[src/rtl/mux_arb_rr_4_to_1.sv]
// Round-robin arbiter over four requesters feeding a shared 4:1 mux,
// with a one-entry valid/ready output buffer.
module mux_arb_rr_4_to_1 #(
    parameter int DATA_WIDTH = 32
) (
    input  logic                       i_clk,
    input  logic                       i_rst,
    input  logic [3:0]                 i_req,
    input  logic [3:0][DATA_WIDTH-1:0] i_val,
    output logic [3:0]                 o_gnt,
    output logic [1:0]                 o_key,
    output logic                       o_valid,
    input  logic                       i_ready,
    output logic [DATA_WIDTH-1:0]      o_val
);

    typedef enum logic {
        IDLE = 1'b0,
        FULL = 1'b1
    } state_t;

    state_t                state_q, state_d;
    logic [1:0]            last_q, last_d;
    logic [1:0]            key_q, key_d;
    logic [3:0]            gnt_q, gnt_d;
    logic [DATA_WIDTH-1:0] val_q, val_d;

    logic       can_load;
    logic       found;
    logic       load;
    logic [1:0] win;
    logic [1:0] idx;

    // Search starts just past the last winner; k=4 wraps back to it.
    always_comb begin
        can_load = (state_q == IDLE) || i_ready;
        found    = 1'b0;
        win      = last_q;
        idx      = last_q;
        for (int k = 1; k <= 4; k++) begin
            idx = last_q + 2'(k);
            if (!found && i_req[idx]) begin
                found = 1'b1;
                win   = idx;
            end
        end
        load = can_load && found;
    end

    always_comb begin
        state_d = state_q;
        if (load) begin
            state_d = FULL;
        end else if ((state_q == FULL) && i_ready) begin
            state_d = IDLE;
        end
    end

    always_comb begin
        val_d  = val_q;
        key_d  = key_q;
        last_d = last_q;
        gnt_d  = 4'b0000;
        if (load) begin
            val_d  = i_val[win];
            key_d  = win;
            last_d = win;
            gnt_d  = 4'b0001 << win;
        end
    end

    always_ff @(posedge i_clk) begin
        if (i_rst) begin
            state_q <= IDLE;
            val_q   <= '0;
            key_q   <= 2'd0;
            gnt_q   <= 4'b0000;
            last_q  <= 2'd3;
        end else begin
            state_q <= state_d;
            val_q   <= val_d;
            key_q   <= key_d;
            gnt_q   <= gnt_d;
            last_q  <= last_d;
        end
    end

    always_comb begin
        o_valid = (state_q == FULL);
        o_gnt   = gnt_q;
        o_key   = key_q;
        o_val   = val_q;
    end

endmodule

[config.mk]
export PLATFORM = sky130hd
export DESIGN_NAME = mux_arb_rr_4_to_1
export DESIGN_NICKNAME = d
export VERILOG_FILES = /design/src/rtl/mux_arb_rr_4_to_1.sv
export SDC_FILE = /design/constraint.sdc
export NUM_CORES = 1
export LEC_CHECK = 0
export CAP_MARGIN = 20
export CORE_MARGIN = 3
export CORE_UTILIZATION = 35
export DETAILED_ROUTE_END_ITERATION = 16
export PLACE_DENSITY = 0.76
export SKIP_LAST_GASP = 1
export SLEW_MARGIN = 20
export SYNTH_ARGS = -nofsm -noshare
export SYNTH_HDL_FRONTEND = slang
export SYNTH_SLANG_ARGS = --single-unit
[constraint.sdc]
create_clock -name i_clk -period 4.5 [get_ports i_clk]
set_clock_uncertainty 0.15 [all_clocks]
set_input_delay 0.45 -clock i_clk [delete_from_list [all_inputs] [get_ports i_clk]]
set_output_delay 0.45 -clock i_clk [all_outputs]
set_load 0.05 [all_outputs]
==> reports/summary.txt, run 1 <==
Pint -> 0.9571 mW
CP Launch Type -> primary input
Worst Path Class, Setup -> primary input to flip-flop
die area -> 9498 um2
Num CTS Buffers -> 5
Yosys warnings -> 0
LEAKAGE -> 1.815 nW
EDFF count, synth -> 0
post-synth top area cell -> dfxtp_1
post-DP HPWL -> 7.844 mm
#FFs+latches synth -> 41
Post-CTS Setup Bufs -> 0
Fin. Hold Viols -> 0
Pwr Density -> 321.3 nW/um2
setup ws final -> 1.661 ns
cell count after synthesis -> 310
pre-CTS setup slack -> 1.353 ns
Initial Util -> 36.93%
Max-cap violations -> 0
Cell Area, Placed -> 4621 um2
met3 usage -> 5.815%
CTS H-tree depth -> 2
FMAX -> 352.3 MHz
grt ovf -> 0
delay-heaviest family, CP -> simple AND/OR/NAND/NOR gates
class of the worst hold path -> flip-flop to flip-flop
Sw Share -> 37.34%
minimum clock period after layout -> 2.839 ns
register area share after synthesis -> 28.03%
Slew @ Worst Pin -> 0.9202 ns
status -> finished, final reports clean
fin util -> 59.97%
Worst-path clk slew -> 0.09 ns
area of the mapped netlist -> 2928 um2
syn nets -> 445
overall die width -> 97.46 um
maximum VDD drop -> 0.0001854 V
design area -> 4755 um2
setup TNS -> 0 ns
CP max-delay cell -> clkdlybuf4s50_1
max incr delay on CP -> 0.51 ns
Die Ht -> 97.46 um
Clock Sinks -> 41
Clock Tree Root -> clkbuf_8
initial antenna violation count -> 0
GRT Util Overall -> 21.18%
# resized after CTS -> 0
Multi-input gate area -> 1889 um2
largest cells by area after synthesis -> dfxtp_1, mux2i_1, nand3b_1, o221ai_2, a211o_1
final setup fails -> 0
drc violations -> 0
number of top-level pins -> 174
largest net degree at the start of global routing -> 48
Sequential Power Share -> 29.5%
M2 GR Usage -> 34.74%
final period utilization -> 63.09%
# fillers -> 733
M1 GR Usage -> 28.14%
layout cells sized above 1 -> 10.43%
TritonRoute pass-1 iters -> 4
critical path cell sequence -> clkdlybuf4s50_1 > nor4_2 > a21oi_2 > and2_1 > nand2b_1 > buf_4 > o221ai_1
Rel. slew slack -> 38.43%
Placeable Area -> 7928 um2
GP Congestion -> 0.7594
1st-iter DRT viols -> 134
most frequent cells in the layout -> clkdlybuf4s50_1, dfxtp_1, mux2i_1
CTS tree -> yes
Area Overhead vs Synth -> 62.39%
routed wire length -> 10.58 mm
top_reg_cell synth -> dfxtp_1
Slew Limit Fails -> 0
async set-reset flop share out of synthesis -> 0%
CP Data Arrival Time -> 2.83 ns
Antenna Cells -> 0
Critical Path RT -> 4.49 ns
worst path buffer plus inverter count -> 2
switching power of the nets -> 0.5704 mW
power share of the clock group -> 23.3%
Syn Area/Cell -> 9.445 um2
clk buf depth -> 2
Finished Layout Cells -> 562
combinational power share -> 47.1%
Final ANT Viol Nets -> 0
crit end category -> flip-flop
Yosys top cell area share -> 28.03%
Pwr Total -> 1.527 mW
FF+latch area -> 820.8 um2
unrepaired setup endpoints after global routing -> false
Vias -> 3,167
vias per inst -> 5.635
Layout Nets -> 594
hold-fix buffer count after cts -> 0
commonest non-fill, non-tap cell in the layout -> clkdlybuf4s50_1
critical path peak fanout -> 16
Clk Latency, worst-skew pair -> 0.29 ns
global-route wire length before repair -> 16.47 mm
Post-Place Cells -> 554
Hold Slack -> 0.3196 ns
Distinct cells, synth -> 41
IO Port Bufs -> 173
vias in the first global route -> 3,113
Rows -> 32
WL/cell -> 18.82 um
Most Used Layer, Global Route -> met2
[power groups by stage]
stage / Clock (mW) / Sequential, mW / Combinational (mW)
final: 0.357 / 0.451 / 0.720
after global routing: 0.380 / 0.458 / 0.760
after CTS: 0.360 / 0.450 / 0.725
after detailed placement: 0 / 0.457 / 0.722
after global placement: 0 / 0.457 / 0.712
after floorplan: 0 / 0.630 / 0.282
[cell usage after synthesis, types with 2 or more instances]
library cell,instances
dfxtp_1,41
o21ai_1,13
and4_1,13
nand3b_1,20
clkbuf_1,16
buf_6,3
a21oi_1,2
o211ai_2,8
mux2i_1,33
o31a_1,13
o221ai_2,10
nor3_1,2
buf_2,12
nor2_1,9
nand2b_1,3
o221ai_1,9
o211ai_1,5
o31ai_1,13
nand2_1,15
nand3_1,13
mux2_4,5
nand4_1,13
buf_4,6
a21o_1,3
a211o_1,14
[worst reg2reg max path, stage by stage (launching register included)]
cell and delay [ns]:
dfxtp_1 0.56, nand3b_1 0.19, a31oi_4 0.20, buf_4 0.32
and2_1 0.22, nand2b_1 0.39, buf_4 0.38, o221ai_1 0.17
[final timing paths]
check                           depth (start not counted)      start   endpoint  slack [ns]
worst max-delay path                                    7   i_req[0]  o_val[13]        1.66
worst min-delay path                                    2  o_val[22]  o_val[22]        0.32
worst max register to register                          7  last_q[1]  o_val[13]        1.86
worst min register to register                          2  o_val[22]  o_val[22]        0.32
[final cells by class]
class | count | share of cell area, %
clock buffer | 5 | 1.447
clock inverter | 3 | 1.368
inverter | 1 | 0.07895
multi-input combinational | 230 | 39.74
sequential | 41 | 17.26
tap | 102 | 2.684
timing repair buffer | 180 | 37.42
[cell families after synthesis]
family | share of synthesized area, %
simple gates | 21.20
buf+inv | 7.436
compound gates | 29.10
mux | 14.23
flops | 28.03
[flip-flops by register name (all words and copies together) (netlist names)]
register,cells
o_key,2
last_q,2
o_val,32
o_valid,1
o_gnt,4
[routing by layer]
layer	share of wire [%]	wire length [um]	vias to the layer above
met1	44	4647	1513
li1	-	-	1513
met3	7.2	760	6
met2	48	5084	135
met5	0	0	-
met4	0.78	82	0
(Power assumes the default switching activity.)
==> inputs of run 2 (changes only) <==
--- a/config.mk
+++ b/config.mk
@@ -9,7 +9,7 @@
 export CORE_MARGIN = 3
 export CORE_UTILIZATION = 35
 export DETAILED_ROUTE_END_ITERATION = 16
-export PLACE_DENSITY = 0.76
+export PLACE_DENSITY = 0.79
 export SKIP_LAST_GASP = 1
 export SLEW_MARGIN = 20
 export SYNTH_ARGS = -nofsm -noshare
==> constraint.sdc (replaced) <==
create_clock -name i_clk -period 2.3 [get_ports i_clk]
set_clock_uncertainty 0.15 [all_clocks]
set_input_delay 0.23 -clock i_clk [delete_from_list [all_inputs] [get_ports i_clk]]
set_output_delay 0.23 -clock i_clk [all_outputs]
set_load 0.05 [all_outputs]
==> reports/summary.txt, run 2 (same netlist as run 1, synthesis figures left out) <==
routed wire length -> 11.35 mm
Pwr Density -> 580.3 nW/um2
R2R Path End -> o_val[28]
unrepaired setup endpoints after global routing -> false
LEAKAGE -> 1.947 nW
max reg flops -> 32
critical path peak fanout -> 14
maximum VDD drop -> 0.0002788 V
met3 usage -> 5.958%
Sequential Power Share -> 30.5%
drc violations -> 0
M1 GR Usage -> 28.00%
GRT Util Overall -> 22.67%
Rel. slew slack -> 47.37%
1st-iter DRT viols -> 214
die area -> 9498 um2
Worst Path Class, Setup -> flip-flop to flip-flop
Critical R2R Launch -> last_q[1]
post-DP HPWL -> 8.665 mm
Worst Setup SP -> last_q[1]
Layout Nets -> 622
Critical Path RT -> 2.37 ns
worst-case reg-to-reg path depth -> 7
CTS H-tree depth -> 2
grt ovf -> 0
Sw Share -> 40.16%
Clk Latency, worst-skew pair -> 0.30 ns
Clock Sinks -> 41
Rows -> 32
Pint -> 1.723 mW
Slew @ Worst Pin -> 0.7852 ns
final period utilization -> 96.03%
Slew Limit Fails -> 0
critical path cell sequence -> mux2i_1 > nor2_2 > nor3_4 > buf_4 > buf_12 > mux2_2 > o221ai_1
M2 GR Usage -> 38.64%
FMAX -> 452.8 MHz
combinational power share -> 52.6%
IO Port Bufs -> 173
Worst Setup EP -> o_val[28]
Final ANT Viol Nets -> 0
CP max-delay cell -> dfxtp_1
Placeable Area -> 7928 um2
status -> finished, final reports clean
Fin. Hold Viols -> 0
GP Congestion -> 0.9147
Max-cap violations -> 0
Die Ht -> 97.46 um
vias in the first global route -> 3,382
commonest non-fill, non-tap cell in the layout -> clkdlybuf4s50_1
clk buf depth -> 2
vias per inst -> 5.646
delay-heaviest family, CP -> multiplexers
Initial Util -> 36.93%
largest net degree at the start of global routing -> 28
Reg2Reg Setup Slack -> 0.09 ns
Antenna Cells -> 0
overall die width -> 97.46 um
fin util -> 62.61%
initial antenna violation count -> 0
# fillers -> 704
Vias -> 3,331
Finished Layout Cells -> 590
number of top-level pins -> 174
Most Used Layer, Global Route -> met2
switching power of the nets -> 1.157 mW
CP Data Arrival Time -> 2.28 ns
Area Overhead vs Synth -> 69.53%
Worst-path clk slew -> 0.09 ns
CP Launch Type -> flip-flop
class of the worst hold path -> primary input to flip-flop
max incr delay on CP -> 0.43 ns
power share of the clock group -> 16.9%
Pwr Total -> 2.880 mW
final setup fails -> 0
Num CTS Buffers -> 5
global-route wire length before repair -> 17.57 mm
crit end category -> flip-flop
Post-Place Cells -> 579
minimum clock period after layout -> 2.209 ns
CTS tree -> yes
hold-fix buffer count after cts -> 0
stages on the worst setup path -> 7
most frequent cells in the layout -> clkdlybuf4s50_1, dfxtp_1, mux2i_1
layout cells sized above 1 -> 15.37%
WL/cell -> 19.24 um
Clock Tree Root -> clkbuf_8
TritonRoute pass-1 iters -> 4
worst path buffer plus inverter count -> 2
==> run 2: cell count changes in the layout (fill, tap and decap cells not counted), sizes merged <==
| cell | before | now |
|---|---|---|
| bufinv | 2 | 0 |
| buf | 8 | 36 |
| clkbuf | 5 | 6 |
| clkinv | 1 | 2 |
==> run 2: metrics by stage <==
step / setup TNS [ns] / area (um2) / setup WS, ns / hold WS [ns]
after detailed placement: -3.440 / 4858 / -0.2007 / 0.3070
after floorplan: 0 / 2928 / 0.3991 / 0.2608
after global routing: 0 / 4964 / 0.001381 / 0.2603
final: 0 / 4964 / 0.09137 / 0.2088
after CTS: 0 / 4941 / 0.07453 / 0.2019
after global placement: -1.384 / 4858 / -0.1239 / 0.2972
==> run 2: worst min path at each step <==
stage                          from   endpoint  slack, ns  cells after the start
after global routing          i_rst   o_key[1]       0.26                      2
after detailed placement  o_val[22]  o_val[22]       0.31                      2
after CTS                     i_rst   o_key[1]       0.20                      2
after floorplan            i_req[2]    o_valid       0.26                      2
final                         i_rst   o_key[1]       0.21                      2
after global placement     o_val[6]   o_val[6]       0.30                      2
==> run 2: power by group through the flow <==
stage	combinational (mW)	clock (mW)	sequential, mW
detailed placement	1.50	0	0.891
global placement	1.47	0	0.894
global route	1.59	0.514	0.894
floorplan	0.552	0	1.23
finish	1.52	0.486	0.879
CTS	1.50	0.486	0.879
==> run 2: layout make-up <==
class                      instances  area (um2)  share of cell area [%]
tap                              102       127.6                   2.571
inverter                           1       3.754                 0.07562
multi-input combinational        230        1889                   38.06
sequential                        41       820.8                   16.54
clock buffer                       6       72.57                   1.462
timing repair buffer             208        2039                   41.09
clock inverter                     2       10.01                  0.2017
==> run 2: worst register-to-register path, stage by stage, from the launching register on <==
cell and delay [ns]:
dfxtp_1 0.43, mux2i_1 0.29, nor2_2 0.08, nor3_4 0.30
buf_4 0.18, buf_12 0.15, mux2_2 0.34, o221ai_1 0.18
==> run 2: layer usage <==
metal / share of wire, % / wire length, um / up-vias
met5: 0 / 0 / -
met4: 1.5 / 172 / 0
met3: 7.7 / 876 / 16
met2: 49 / 5547 / 153
met1: 42 / 4754 / 1583
li1: - / - / 1579
==> run 2: repair_timing <==
item	CTS	global route
hold endpoints to repair	0	0
resized for setup	0	0
setup endpoints to repair	0	3
setup buffers	0	3
